===== src/rtl/mac_ctrl_pkg.sv =====
// Shared definitions for the MAC control blocks: state encoding, CSR table entry layout
// and the default 10G MAC bring-up table.
package mac_ctrl_pkg;

    localparam int ADDR_W  = 10;
    localparam int DATA_W  = 32;
    localparam int ENTRY_W = ADDR_W + DATA_W;

    localparam logic [2:0] ST_IDLE      = 3'd0;
    localparam logic [2:0] ST_WAIT_LOCK = 3'd1;
    localparam logic [2:0] ST_WRITE     = 3'd2;
    localparam logic [2:0] ST_UP        = 3'd3;
    localparam logic [2:0] ST_ERR       = 3'd4;

    typedef enum logic [2:0] {
        S_IDLE      = ST_IDLE,
        S_WAIT_LOCK = ST_WAIT_LOCK,
        S_WRITE     = ST_WRITE,
        S_UP        = ST_UP,
        S_ERR       = ST_ERR
    } seq_state_t;

    // Entry 0 sits in the low bits and is written first.
    localparam int MAC_INIT_NUM = 4;
    localparam logic [MAC_INIT_NUM*ENTRY_W-1:0] MAC_INIT_TBL_10G = {
        {10'h008, 32'h0000_FFFF},  // pause quanta
        {10'h014, 32'h0000_0001},  // rx CRC strip
        {10'h00C, 32'h0000_05EE},  // max frame length 1518
        {10'h004, 32'h0000_0003}   // tx/rx path enable
    };

    function automatic logic [ADDR_W-1:0] entry_addr(input logic [ENTRY_W-1:0] e);
        return e[ENTRY_W-1 -: ADDR_W];
    endfunction

    function automatic logic [DATA_W-1:0] entry_data(input logic [ENTRY_W-1:0] e);
        return e[DATA_W-1:0];
    endfunction

endpackage


===== src/rtl/mac_sync2.sv =====
// Two-flop synchroniser for a single asynchronous level.
module mac_sync2 (
    input  logic clk,
    input  logic rst_n,
    input  logic d,
    output logic q
);

    logic meta;

    always_ff @(posedge clk or negedge rst_n) begin
        if (!rst_n) begin
            meta <= 1'b0;
            q    <= 1'b0;
        end else begin
            meta <= d;
            q    <= meta;
        end
    end

endmodule


===== src/rtl/mac_link_init_seq.sv =====
// Link bring-up sequencer: waits for stable PHY ready + block lock, replays a CSR write table
// over Avalon-MM, then reports link up and re-arms on lock loss.
//
// state     | meaning
// IDLE      | disabled, outputs idle
// WAIT_LOCK | counting stable lock cycles
// WRITE     | issuing table entry idx
// UP        | table written, watching lock
// ERR       | write timed out, waits for enable=0
module mac_link_init_seq
    import mac_ctrl_pkg::*;
#(
    parameter int                          NUM_WR      = 4,
    parameter logic [NUM_WR*ENTRY_W-1:0]   INIT_TBL    = {NUM_WR{42'h0}},
    parameter int                          STABLE_CYC  = 1024,
    parameter int                          TIMEOUT_CYC = 255
) (
    input  logic              csr_clk,
    input  logic              csr_rst_n,
    input  logic              enable,
    input  logic              phy_ready,
    input  logic              block_lock,
    output logic              mac_csr_write,
    output logic              mac_csr_read,
    output logic [ADDR_W-1:0] mac_csr_address,
    output logic [DATA_W-1:0] mac_csr_writedata,
    input  logic              mac_csr_waitrequest,
    output logic              link_up,
    output logic              init_err,
    output logic [7:0]        restart_cnt,
    output logic [2:0]        state_o
);

    localparam int IDX_W  = (NUM_WR > 1) ? $clog2(NUM_WR) : 1;
    localparam int STAB_W = $clog2(STABLE_CYC);
    localparam int TO_W   = (TIMEOUT_CYC > 1) ? $clog2(TIMEOUT_CYC) : 1;

    seq_state_t          state;
    logic                phy_ready_s;
    logic                block_lock_s;
    logic                lock_s;
    logic [STAB_W-1:0]   stab_cnt;
    logic [TO_W-1:0]     to_cnt;
    logic [IDX_W-1:0]    idx;
    logic [IDX_W-1:0]    idx_inc;
    logic                idx_last;
    logic [ENTRY_W-1:0]  entry_first;
    logic [ENTRY_W-1:0]  entry_nxt;

    mac_sync2 u_sync_phy (
        .clk   (csr_clk),
        .rst_n (csr_rst_n),
        .d     (phy_ready),
        .q     (phy_ready_s)
    );

    mac_sync2 u_sync_lock (
        .clk   (csr_clk),
        .rst_n (csr_rst_n),
        .d     (block_lock),
        .q     (block_lock_s)
    );

    assign lock_s       = phy_ready_s & block_lock_s;
    assign idx_inc      = idx + 1'b1;
    assign idx_last     = (idx == IDX_W'(NUM_WR - 1));
    assign entry_first  = INIT_TBL[ENTRY_W-1:0];
    assign entry_nxt    = INIT_TBL[idx_inc*ENTRY_W +: ENTRY_W];
    assign mac_csr_read = 1'b0;
    assign state_o      = state;

    always_ff @(posedge csr_clk or negedge csr_rst_n) begin
        if (!csr_rst_n) begin
            state             <= S_IDLE;
            stab_cnt          <= '0;
            to_cnt            <= '0;
            idx               <= '0;
            mac_csr_write     <= 1'b0;
            mac_csr_address   <= '0;
            mac_csr_writedata <= '0;
            link_up           <= 1'b0;
            init_err          <= 1'b0;
            restart_cnt       <= '0;
        end else begin
            case (state)
                S_IDLE: begin
                    link_up <= 1'b0;
                    if (enable) begin
                        stab_cnt <= '0;
                        state    <= S_WAIT_LOCK;
                    end
                end
                S_WAIT_LOCK: begin
                    if (!enable) begin
                        link_up <= 1'b0;
                        state   <= S_IDLE;
                    end else if (!lock_s) begin
                        stab_cnt <= '0;
                    end else if (stab_cnt == STAB_W'(STABLE_CYC - 1)) begin
                        stab_cnt          <= '0;
                        idx               <= '0;
                        to_cnt            <= '0;
                        init_err          <= 1'b0;
                        mac_csr_write     <= 1'b1;
                        mac_csr_address   <= entry_addr(entry_first);
                        mac_csr_writedata <= entry_data(entry_first);
                        state             <= S_WRITE;
                    end else begin
                        stab_cnt <= stab_cnt + 1'b1;
                    end
                end
                S_WRITE: begin
                    // A pending write is never withdrawn except by timeout.
                    if (!mac_csr_waitrequest) begin
                        to_cnt <= '0;
                        if (idx_last || !enable) begin
                            mac_csr_write     <= 1'b0;
                            mac_csr_address   <= '0;
                            mac_csr_writedata <= '0;
                            if (enable) begin
                                link_up <= 1'b1;
                                state   <= S_UP;
                            end else begin
                                state   <= S_IDLE;
                            end
                        end else begin
                            idx               <= idx_inc;
                            mac_csr_address   <= entry_addr(entry_nxt);
                            mac_csr_writedata <= entry_data(entry_nxt);
                        end
                    end else if (to_cnt == TO_W'(TIMEOUT_CYC - 1)) begin
                        to_cnt            <= '0;
                        mac_csr_write     <= 1'b0;
                        mac_csr_address   <= '0;
                        mac_csr_writedata <= '0;
                        init_err          <= 1'b1;
                        state             <= S_ERR;
                    end else begin
                        to_cnt <= to_cnt + 1'b1;
                    end
                end
                S_UP: begin
                    if (!enable) begin
                        link_up <= 1'b0;
                        state   <= S_IDLE;
                    end else if (!lock_s) begin
                        link_up  <= 1'b0;
                        stab_cnt <= '0;
                        if (restart_cnt != 8'hFF) restart_cnt <= restart_cnt + 8'd1;
                        state    <= S_WAIT_LOCK;
                    end
                end
                S_ERR: begin
                    if (!enable) state <= S_IDLE;
                end
                default: state <= S_IDLE;
            endcase
        end
    end

endmodule


===== config.mk =====
export PLATFORM = sky130hd
export DESIGN_NAME = mac_link_init_seq
export DESIGN_NICKNAME = d
export VERILOG_FILES = /design/src/rtl/mac_ctrl_pkg.sv /design/src/rtl/mac_sync2.sv /design/src/rtl/mac_link_init_seq.sv
export SDC_FILE = /design/constraint.sdc
export NUM_CORES = 1
export LEC_CHECK = 0
export ABC_AREA = 1
export ABC_CLOCK_PERIOD_IN_PS = 2100
export CORE_MARGIN = 5
export CORE_UTILIZATION = 38
export CTS_CLUSTER_DIAMETER = 50
export CTS_CLUSTER_SIZE = 12
export DETAILED_ROUTE_END_ITERATION = 12
export PLACE_DENSITY = 0.68
export SETUP_SLACK_MARGIN = 0.3
export SYNTH_ARGS = -nofsm -noshare
export SYNTH_HDL_FRONTEND = slang
export SYNTH_SLANG_ARGS = --single-unit

===== constraint.sdc =====
create_clock -name csr_clk -period 2.1 [get_ports csr_clk]
set_input_delay 0.315 -clock csr_clk [delete_from_list [all_inputs] [get_ports csr_clk]]
set_output_delay 0.315 -clock csr_clk [all_outputs]
set_load 0.03 [all_outputs]

After elaboration in Yosys (flattened, before gate mapping):

Index checks and enable logic that the tools add are counted.
W data, S select, Z words.

* multiply operators: 1
* eq/ne operators: 27
* bitwise logic cells: 2
* add/subtract/negate cells: 4
* mux-type cells: 65
* shift-type cells: 1
* reduce and logical (&&, ||, !) cells: 15

Operator list (number)
* $mux W32: 6
* $shiftx A168 B9 Y42 const A: 1
* $mux W10: 12
* $pmux W32 S2: 1
* $mux W8: 5
* $mux W3: 10
* $pmux W10 S3: 1
* $ne A2 B2 Y1 const B: 14
* $reduce_and A6 Y1: 4
* $pmux W10 S2: 1
* $mux W1: 17
* $add A8 B1 Y8 const B: 2
* $pmux W8 S2: 1
* $ne A3 B3 Y1 const B: 5
* $pmux W3 S5: 1
* $mux W2: 6
* $add A10 B1 Y10 const B: 1
* $eq A10 B10 Y1 const B: 1
* $reduce_and A5 Y1: 2
* $eq A8 B8 Y1 const B: 1
* $ne A8 B8 Y1 const B: 1
* $reduce_and A4 Y1: 2
* $mul A2 B5 Y7 const B: 1
* $reduce_and A7 Y1: 1
* 16 further kinds: 18

* bits in registers: 80
* output and inout bits: 57
* bits of input ports: 6

Longest topological paths before layout:

Gate-level depths: netlist of run 1.

* depth in word-level cells: 6
* gate-level depth with buffers: 10
* depth with buffers taken out: 10

By module:

From an unflattened synthesis of run 1, not the netlist that was laid out.

* cell total of the unflattened synthesis: 337
* area, all modules: 2580.0 µm²

Modules (own cells, without submodules)
* mac_link_init_seq: sequential area each 850.8 µm², cells an instance 333, instances 1, area an instance 2479.9 µm²
* mac_sync2: sequential area each 50.0 µm², cells an instance 2, instances 2, area an instance 50.0 µm²

Worst setup path after synthesis of run 1:

OpenSTA, ideal clock, no wires.

* path type: reg2reg
* start point: reg restart_cnt[0]
* end point: reg restart_cnt[4]
* cell stages (with the launch flop): 9
* clock period less this slack: 1.521 ns
* arrival: 1.400 ns
* setup time: 0.122 ns
* path slack: 0.579 ns
* buffers on the path: 0
* required time: 1.978 ns
* cell sequence: dfrtp_1 > ha_1 > inv_1 > nor2_1 > nand3b_1 > nand3_2 > inv_2 > nand2_1 > xor2_1

* longest elaborated chain between the ends: 2
* elaborated cells between the ends (all ways): 3

Ends and longest elaborated chain
* start: declaration: RTL line mac_link_init_seq.sv:30 `output logic [7:0] restart_cnt,`
* start signal: assignment: RTL line mac_link_init_seq.sv:149 `if (restart_cnt != 8'hFF) restart_cnt <= restart_cnt + 8'd1;`
* branches (longest 2 deep; another with $add A8 B1 Y8)

Parallel ways; which one is timed is not known.
A chain may end at the register's enable or synchronous reset.

Worst setup path in the final report of run 1:

* start point: reg restart_cnt[2]
* end point: out restart_cnt[2]

No word-level cell between the ends.

==> results.txt, run 1 <==
Fmax = 572 MHz
Synth Area in Adders = 0.0245
Post-Synth XOR/XNOR Area = 0.0412
Synth top area cells = dfrtp_1, nand2_1, buf_4
Crit-path max FO = 5
Final wirelength = 4970 um
Die height = 91.9 um
Sequential Power Share = 0.395
CP bufs+invs = 1
Delay-heaviest family, CP = buffers and inverters
Tcrit/Tclk final = 0.833
Outcome = finished clean
Syn Area/Cell = 7.43 um2
Leak = 0.00149 uW
Port buffer count = 19
Fraction of the mapped netlist area in simple logic gates = 0.331
Diodes inserted = 0
H-Tree Level Count = 2
CTS tree = built
Max-slew violations = 0
Top cell type's share of synthesized area = 0.373
P_int = 1410 uW
Slowest stage cell, crit path = clkdlybuf4s50_1
Area delta synth->final = 8.98%
DR DRC count = 0
P_sw = 1120 uW
Via count = 2020
Total gr overflow = 0
Asr flop ratio synth = 1.00
Combinational cell fraction of total power = 0.417
Die ar. = 8450 um2
Tightest Hold Check Type = flip-flop to flip-flop
Filler Cells Inserted = 665
Worst-Skew Late Latency = 0.29 ns
Initial DRC Count = 126
CTS sink cnt = 38
Worst Path Required = 1.78 ns
Yosys warning total = 0
Post-CTS Setup Bufs = 0
Initial antenna violation count = 0
I/O pin count = 63
Nets@finish = 380
Clock power share = 0.187
Post-Place Cell Area = 2680 um2
Final setup viols = 0
Final Util = 0.433
Total GRT Usage = 0.126
Final instance area = 2780 um2
Gpl congestion = 0.880
Critical Path AT = 1.43 ns
Fraction of layout cells with a size suffix above 1 = 0.0894
Overall Power = 2530 uW
Top-count cell post-synth = nand2_1
Net Sw Frac = 0.441
Post-Syn Area = 2550 um2
Startpoint types = flip-flop
Register area share after synthesis = 0.373
Crit path capture type = output pin
Initial Util = 0.397
EDFF count, synth = 0
Seq cells post-synth = 38
RSZ-0062 raised after global routing = true
Yosys cell types = 28
Hold Vio Cnt, Final = 0
Largest net degree at the start of global routing = 39
CP Class = flip-flop to output pin
Vias per Instance = 4.53
First-pass GRT wire length = 8850 um
Largest family of logic cells by synthesized area = simple AND/OR/NAND/NOR gates
Core Region = 6420 um2
Maximum clock path buffer count = 2
CP Cell Sequence = clkdlybuf4s50_1
Post-DP HPWL = 3690 um
Power Density = 910 nW/um2
Clock Skew = 0.00450 ns
Crit-path max cell delay = 0.71 ns
Routed WL per cell = 11.1 um
Register area = 951 um2
Root buffer cell = clkbuf_8
Ys flop type = dfrtp_1
Max-Cap Viols = 0
Max VDD drop = 0.582 mV
Largest area contributor in the netlist = dfrtp_1
Synth Instances = 343
Cell row count = 29
CTS buffer count = 5
Mux contribution to synthesized area = 0
Area of the multi-input gates = 1290 um2
Initial DRT Pass Iterations = 4
Vias in the first global route = 2003
Antenna Nets Post-Route = 0
Top post-synthesis cells by count = nand2_1, buf_4, dfrtp_1
Compound-cell area share of the yosys netlist = 0.0407
Clk pin slew, worst setup/hold paths = 0.07 ns
Die Width = 91.9 um
Setup_tns = 0 ns
Minimum clock period = 1.75 ns
-- through the flow --
stage                     cells  setup slack (ns)  hold slack (ns)
after floorplan             385             0.579           0.0194
after global placement      438             0.310            0.298
after detailed placement    438             0.275            0.298
after CTS                   446             0.332            0.354
after global routing        446             0.279            0.372
final                       446             0.351            0.351
-- worst register-to-register path, delay by kind of cell (launching register included) --
family	cells	cell delay, ns
adders and majority gates	1	0.19
and+or+nand+nor	9	0.95
DFF	1	0.43
-- layout by cell type, fill, tap and decap left out, types with 3 or more instances in the layout --
| cell type | instances |
|---|---|
| conb_1 | 43 |
| o21ai_0 | 9 |
| nand3_1 | 26 |
| nand3b_1 | 4 |
| nand2_1 | 91 |
| nor3_1 | 4 |
| nor2_1 | 34 |
| nor2_2 | 7 |
| nand3_2 | 3 |
| a21oi_1 | 5 |
| clkdlybuf4s50_1 | 14 |
| inv_1 | 34 |
| clkbuf_8 | 5 |
| ha_1 | 5 |
| nand4_1 | 8 |
| xor2_1 | 10 |
| nand2_2 | 4 |
| dfrtp_1 | 38 |
-- metal layers --
layer | vias to the layer above | global-route usage | share of wire
met3 | 6 | 0.0188 | 0.043
met1 | 923 | 0.158 | 0.46
met5 | - | 0 | 0
li1 | 1040 | - | -
met2 | 51 | 0.213 | 0.48
met4 | 0 | 0.0557 | 0.016
-- repair_timing --
action                                  in CTS  in global routing
endpoints found under the setup margin       2                  9
hold endpoints to repair                    38                  0
resized for setup                            2                  5
hold buffers                                 1                  0
-- layout make-up --
cell class / instances / area share
multi-input combinational: 265 / 0.463
inverter: 36 / 0.0486
clock buffer: 7 / 0.0275
tap: 77 / 0.0347
timing repair buffer: 23 / 0.0837
sequential: 38 / 0.342
-- state kept, by name (all words and copies together) (netlist names) --
signal and count:
u_sync_lock.q 1, init_err 1, mac_csr_write 1, stab_cnt 10, u_sync_phy.q 1, to_cnt 8, u_sync_phy.meta 1, state_o 3
u_sync_lock.meta 1, link_up 1, idx 2, restart_cnt 8
-- power groups by stage --
stage               registers [uW]  logic [uW]  clock network, uW
floorplan                     1120         703                  0
finish                         999        1060                474
global route                  1030        1190                529
global placement              1010        1040                  0
CTS                           1000        1060                498
detailed placement            1010        1060                  0
-- kinds of logic (layout without fill, tap and decap cells) --
logic type / count (synthesis) / after routing
DFF: 38 / 38
buffers and inverters: 82 / 66
other: 1 / 43
and+or+nand+nor: 187 / 187
AOI/OAI and AO/OA: 18 / 18
xor gates and xnor gates: 12 / 12
adders and majority gates: 5 / 5
-- worst paths after layout --
| kind | cells past startpoint | start | endpoint | slack, ns |
|---|---|---|---|---|
| worst max-delay path | 1 | restart_cnt[2]$_DFFE_PN0P_ | restart_cnt[2] | 0.35 |
| worst min-delay path | 0 | u_sync_phy.meta$_DFF_PN0_ | u_sync_phy.q$_DFF_PN0_ | 0.35 |
| worst max register to register | 10 | stab_cnt[0]$_DFFE_PN0P_ | state_o[0]$_DFFE_PN0P_ | 0.45 |
| worst min register to register | 0 | u_sync_phy.meta$_DFF_PN0_ | u_sync_phy.q$_DFF_PN0_ | 0.35 |
| max in group asynchronous | 3 | csr_rst_n | stab_cnt[3]$_DFFE_PN0P_ | 1.39 |
| min in group asynchronous | 3 | csr_rst_n | to_cnt[4]$_DFFE_PN0P_ | 0.52 |
Note: power is estimated with default switching activity, not from simulation.
==> inputs of run 2 (changes only) <==
ABC_CLOCK_PERIOD_IN_PS = 1800   (was 2100)
clock period = 1.8 ns   (was 2.1 ns; I/O delays follow)
==> results.txt, run 2 (same netlist as run 1, synthesis figures left out) <==
Most frequent cells in the layout = nand2_1, conb_1, dfrtp_1, nor2_1, inv_1
Gpl congestion = 0.876 (-0.39%)
Combinational cell fraction of total power = 0.452 (+0.035)
Max FFs per register = 10 (unchanged)
Die ar. = 8450 um2 (unchanged)
Placement Setup Slack = 0.0930 ns (-0.182 ns)
Crit-path max FO = 10 (+5)
DR DRC count = 0 (unchanged)
Max layer used = met4
Vias in the first global route = 1982 (-1.0%)
CP Class = flip-flop to flip-flop
Hold Vio Cnt, Final = 0 (unchanged)
Antenna Nets Post-Route = 0 (unchanged)
Cell row count = 29 (unchanged)
Final wirelength = 5200 um (+4.8%)
Sequential Power Share = 0.357 (-0.038)
I/O pin count = 63 (unchanged)
Hold WS = 0.350 ns (-0.00163 ns)
Critical Path AT = 1.65 ns (+0.22 ns)
H-Tree Level Count = 2 (unchanged)
Die Width = 91.9 um (unchanged)
P_sw = 1420 uW (+28%)
Met3 WL post-DR = 271 um (+27%)
Crit path capture type = flip-flop
Net Sw Frac = 0.435 (-0.00621)
Max-slew violations = 0 (unchanged)
Maximum clock path buffer count = 2 (unchanged)
Clock power share = 0.191 (+0.004)
Post-DP HPWL = 3840 um (+4.2%)
Via count = 2130 (+5.4%)
CTS buffer count = 5 (unchanged)
Final Util = 0.470 (+0.0370)
Initial DRC Count = 61 (-52%)
Power Density = 1080 nW/um2 (+19%)
Max-Cap Viols = 0 (unchanged)
First-pass GRT wire length = 8660 um (-2.2%)
RSZ-0062 raised after global routing = true
Placed Instances = 441 (+0.68%)
CTS sink cnt = 38 (unchanged)
Fraction of layout cells with a size suffix above 1 = 0.198 (+0.109)
Final worst slack = 0.330 ns (-0.0207 ns)
Outcome = finished clean
Commonest non-fill, non-tap cell in the layout = nand2_1
Register with the most flip-flops = stab_cnt
Core Region = 6420 um2 (unchanged)
Met2 routed WL = 2550 um (+7.0%)
Largest net degree at the start of global routing = 21 (-46%)
Clock Skew = 0.0204 ns (+0.0159 ns)
Non-Filler Instances = 466 (+4.5%)
Diodes inserted = 0 (unchanged)
Fmax = 680 MHz
Nets@finish = 399 (+5.0%)
Initial antenna violation count = 0 (unchanged)
Minimum clock period = 1.47 ns
Setup_tns = 0 ns (unchanged)
CTS tree = built
Tcrit/Tclk final = 0.817
Worst Path Required = 1.98 ns (+0.20 ns)
Initial DRT Pass Iterations = 4 (unchanged)
Top flop regs = stab_cnt: 10 flops, restart_cnt: 8 flops, to_cnt: 8 flops
Total GRT Usage = 0.124 (-0.00194)
Tightest Hold Check Type = flip-flop to flip-flop
P_int = 1850 uW (+31%)
Final setup viols = 0 (unchanged)
Routed metal-1 wirelength = 2280 um (-0.13%)
Area delta synth->final = 18.3%
Routed WL per cell = 11.2 um (+0.28%)
Die height = 91.9 um (unchanged)
Startpoint types = flip-flop
Total gr overflow = 0 (unchanged)
Worst-Skew Late Latency = 0.31 ns (+0.02 ns)
Leak = 0.00160 uW (+7.6%)
Clk pin slew, worst setup/hold paths = 0.07 ns (about the same)
Max VDD drop = 0.721 mV (+24%)
Initial Util = 0.397 (unchanged)
Port buffer count = 19 (unchanged)
Root buffer cell = clkbuf_8
Vias per Instance = 4.57 (+0.92%)
## run 2: final cells by class
type                       instances  area, um2
clock inverter                     1       5.00
tap                               77       96.3
multi-input combinational        265       1370
fill                             622       3410
clock buffer                       7       86.3
sequential                        38        956
timing repair buffer              42        365
inverter                          36        141
## run 2: power by group through the flow
| stage | clock network, uW | logic (uW) | registers (uW) |
|---|---|---|---|
| 3_5_place_dp | 0 | 1250 | 1180 |
| 2_1_floorplan | 0 | 820 | 1310 |
| 6_report | 623 | 1480 | 1170 |
| 5_1_grt | 677 | 1640 | 1190 |
| 3_3_place_gp | 0 | 1230 | 1180 |
| 4_1_cts | 646 | 1250 | 1170 |
## run 2: layer usage
layer,up-vias,global-route usage
li1,1083,-
met1,976,0.145
met2,61,0.217
met3,10,0.0303
met4,0,0.0495
met5,-,0
## run 2: metrics by stage
stage / area, um2 / total power, uW
after global placement: 2700 / 2410
after global routing: 3020 / 3510
after detailed placement: 2700 / 2430
after CTS: 2850 / 3070
final: 3020 / 3270
after floorplan: 2710 / 2130
## run 2: final timing paths
| kind | depth (start not counted) | start | slack [ns] | to |
|---|---|---|---|---|
| worst max-delay path | 8 | state_o[2]$_DFFE_PN0P_ | 0.33 | idx[1]$_DFFE_PN0P_ |
| worst min-delay path | 0 | u_sync_lock.meta$_DFF_PN0_ | 0.35 | u_sync_lock.q$_DFF_PN0_ |
| worst max register to register | 8 | state_o[2]$_DFFE_PN0P_ | 0.33 | idx[1]$_DFFE_PN0P_ |
| worst min register to register | 0 | u_sync_lock.meta$_DFF_PN0_ | 0.35 | u_sync_lock.q$_DFF_PN0_ |
| max in group asynchronous | 3 | csr_rst_n | 0.88 | restart_cnt[5]$_DFFE_PN0P_ |
| min in group asynchronous | 2 | csr_rst_n | 0.44 | state_o[0]$_DFFE_PN0P_ |
## run 2: worst max-delay path, cell delays in order, from the launching register on
cell and delay (ns):
dfrtp_2 0.48, nor2_4 0.17, nand2_4 0.08, nor2_2 0.13
nand2_1 0.09, nand2_2 0.11, nand2_4 0.11, o21ai_1 0.14
nand2_1 0.06
## run 2: what timing repair did
| action | in CTS | in global routing |
|---|---|---|
| resized for setup | 24 | 26 |
| endpoints found under the setup margin | 33 | 33 |
| pin swaps | 3 | 6 |
| endpoints found under the hold margin | 18 | 0 |
| hold buffers | 1 | 0 |
| buffers inserted | 5 | 11 |
==> inputs of run 3 (changes only) <==
ABC_CLOCK_PERIOD_IN_PS = 1500   (was 1800)
clock period = 1.5 ns   (was 1.8 ns; I/O delays follow)
==> results.txt, run 3 (same netlist as run 1, synthesis figures left out) <==
Initial DRT Pass Iterations = 4 (unchanged)
Max VDD drop = 0.853 mV (+18%)
Placement Setup Slack = -0.131 ns (-0.224 ns)
Initial Util = 0.397 (unchanged)
I/O pin count = 63 (unchanged)
Total GRT Usage = 0.140 (+0.0167)
P_sw = 2020 uW (+42%)
CTS tree = built
Tightest Hold Check Type = flip-flop to flip-flop
Startpoint types = flip-flop
Final worst slack = 0.0577 ns (-0.272 ns)
Outcome = finished clean
Diodes inserted = 0 (unchanged)
H-Tree Level Count = 2 (unchanged)
Routed WL per cell = 12.8 um (+15%)
Clock Skew = 0.0118 ns (-0.00854 ns)
Critical Path AT = 1.61 ns (-0.04 ns)
Net Sw Frac = 0.439 (+0.00408)
Vias in the first global route = 2253 (+14%)
Top flop regs = stab_cnt: 10 flops, restart_cnt: 8 flops, to_cnt: 8 flops
Commonest non-fill, non-tap cell in the layout = nand2_1
Initial antenna violation count = 0 (unchanged)
Hold WS = 0.350 ns (+0.000365 ns)
Port buffer count = 19 (unchanged)
Antenna Nets Post-Route = 0 (unchanged)
Crit path capture type = flip-flop
Power Density = 1330 nW/um2 (+23%)
Worst Path Required = 1.67 ns (-0.31 ns)
Filler Cells Inserted = 588 (-5.5%)
Maximum clock path buffer count = 2 (unchanged)
Tcrit/Tclk final = 0.962 (+0.145)
Largest net degree at the start of global routing = 22 (+4.8%)
Final Util = 0.541 (+0.0709)
Nets@finish = 428 (+7.3%)
Area delta synth->final = 36.2%
DR DRC count = 0 (unchanged)
Worst-Skew Late Latency = 0.29 ns (-0.02 ns)
Die height = 91.9 um (unchanged)
Cell row count = 29 (unchanged)
CTS sink cnt = 38 (unchanged)
CTS buffer count = 5 (unchanged)
Combinational cell fraction of total power = 0.532 (+0.080)
Fmax = 693 MHz (+1.9%)
Sequential Power Share = 0.310 (-0.047)
Fraction of layout cells with a size suffix above 1 = 0.390 (+0.192)
Via count = 2328 (+9.3%)
Gpl congestion = 0.858 (-2.1%)
Initial DRC Count = 63 (+3.3%)
RSZ-0062 raised after global routing = true
Max-slew violations = 0 (unchanged)
Register with the most flip-flops = stab_cnt
Max-Cap Viols = 0 (unchanged)
First-pass GRT wire length = 9940 um (+15%)
CP Class = flip-flop to flip-flop
Clock power share = 0.158 (-0.033)
Crit-path max FO = 5 (-5)
Total gr overflow = 0 (unchanged)
Core Region = 6420 um2 (unchanged)
Die Width = 91.9 um (unchanged)
Hold Vio Cnt, Final = 0 (unchanged)
P_int = 2590 uW (+40%)
Vias per Instance = 4.70 (+2.9%)
Reg2Reg Depth = 8 (unchanged)
Post-DP HPWL = 4110 um (+6.9%)
Worst hold stages = 0 (unchanged)
Minimum clock period = 1.44 ns (-0.0275 ns)
Final setup viols = 0 (unchanged)
Max FFs per register = 10 (unchanged)
Final wirelength = 6340 um (+22%)
Leak = 0.00177 uW (+10%)
Clk pin slew, worst setup/hold paths = 0.07 ns (about the same)
Overall Power = 4610 uW (+41%)
Die ar. = 8450 um2 (unchanged)
Most frequent cells in the layout = nand2_1, conb_1, buf_4, dfrtp_1, inv_1
Root buffer cell = clkbuf_8
==> run 3: final timing paths <==
check / endpoint / slack, ns / startpoint
setup / recovery: idx[1]$_DFFE_PN0P_ / 0.06 / state_o[2]$_DFFE_PN0P_
hold / removal: u_sync_phy.q$_DFF_PN0_ / 0.35 / u_sync_phy.meta$_DFF_PN0_
setup reg to reg: idx[1]$_DFFE_PN0P_ / 0.06 / state_o[2]$_DFFE_PN0P_
hold reg to reg: u_sync_phy.q$_DFF_PN0_ / 0.35 / u_sync_phy.meta$_DFF_PN0_
max in group asynchronous: state_o[0]$_DFFE_PN0P_ / 0.60 / csr_rst_n
min in group asynchronous: init_err$_DFFE_PN0P_ / 0.42 / csr_rst_n
==> run 3: metrics by stage <==
step / cells / setup TNS, ns / area, um2
after floorplan: 385 / 0 / 2770
after global placement: 459 / -1.14 / 2900
after detailed placement: 459 / -1.49 / 2900
after CTS: 483 / 0 / 3170
after global routing: 495 / -0.0360 / 3470
final: 495 / 0 / 3470
==> run 3: cell type report <==
| class | count | area, um2 | share of cell area |
|---|---|---|---|
| clock inverter | 1 | 5.00 | 0.00144 |
| sequential | 38 | 961 | 0.277 |
| timing repair buffer | 70 | 577 | 0.166 |
| tap | 77 | 96.3 | 0.0277 |
| clock buffer | 7 | 86.3 | 0.0249 |
| multi-input combinational | 266 | 1600 | 0.461 |
| inverter | 36 | 145 | 0.0418 |
==> run 3: metal layers <==
metal,wire length (um),GRT usage
met4,128,0.0507
met2,3340,0.251
met1,2580,0.169
met5,0,0
met3,292,0.0245
==> run 3: worst max-delay path, cell delays in order (launching register included) <==
cell,delay (ns)
dfrtp_2,0.48
nor2_4,0.18
nand2_4,0.09
nor2_4,0.10
nand2_2,0.09
nand2_4,0.11
nand2_4,0.09
o21ai_2,0.12
nand2_1,0.07
==> run 3: timing repair <==
| action | CTS | global route |
|---|---|---|
| hold buffers | 1 | 0 |
| setup buffers | 14 | 12 |
| endpoints found under the setup margin | 48 | 40 |
| pin swaps | 17 | 33 |
| resized for setup | 92 | 78 |
| cloned | 1 | 0 |
| endpoints found under the hold margin | 17 | 0 |
==> run 3: power by group through the flow <==
stage	clock, uW	combinational (uW)	sequential (uW)
after floorplan	0	1030	1610
after global placement	0	1680	1420
after CTS	748	2040	1400
final	728	2450	1430
after detailed placement	0	1720	1420
after global routing	785	2650	1450
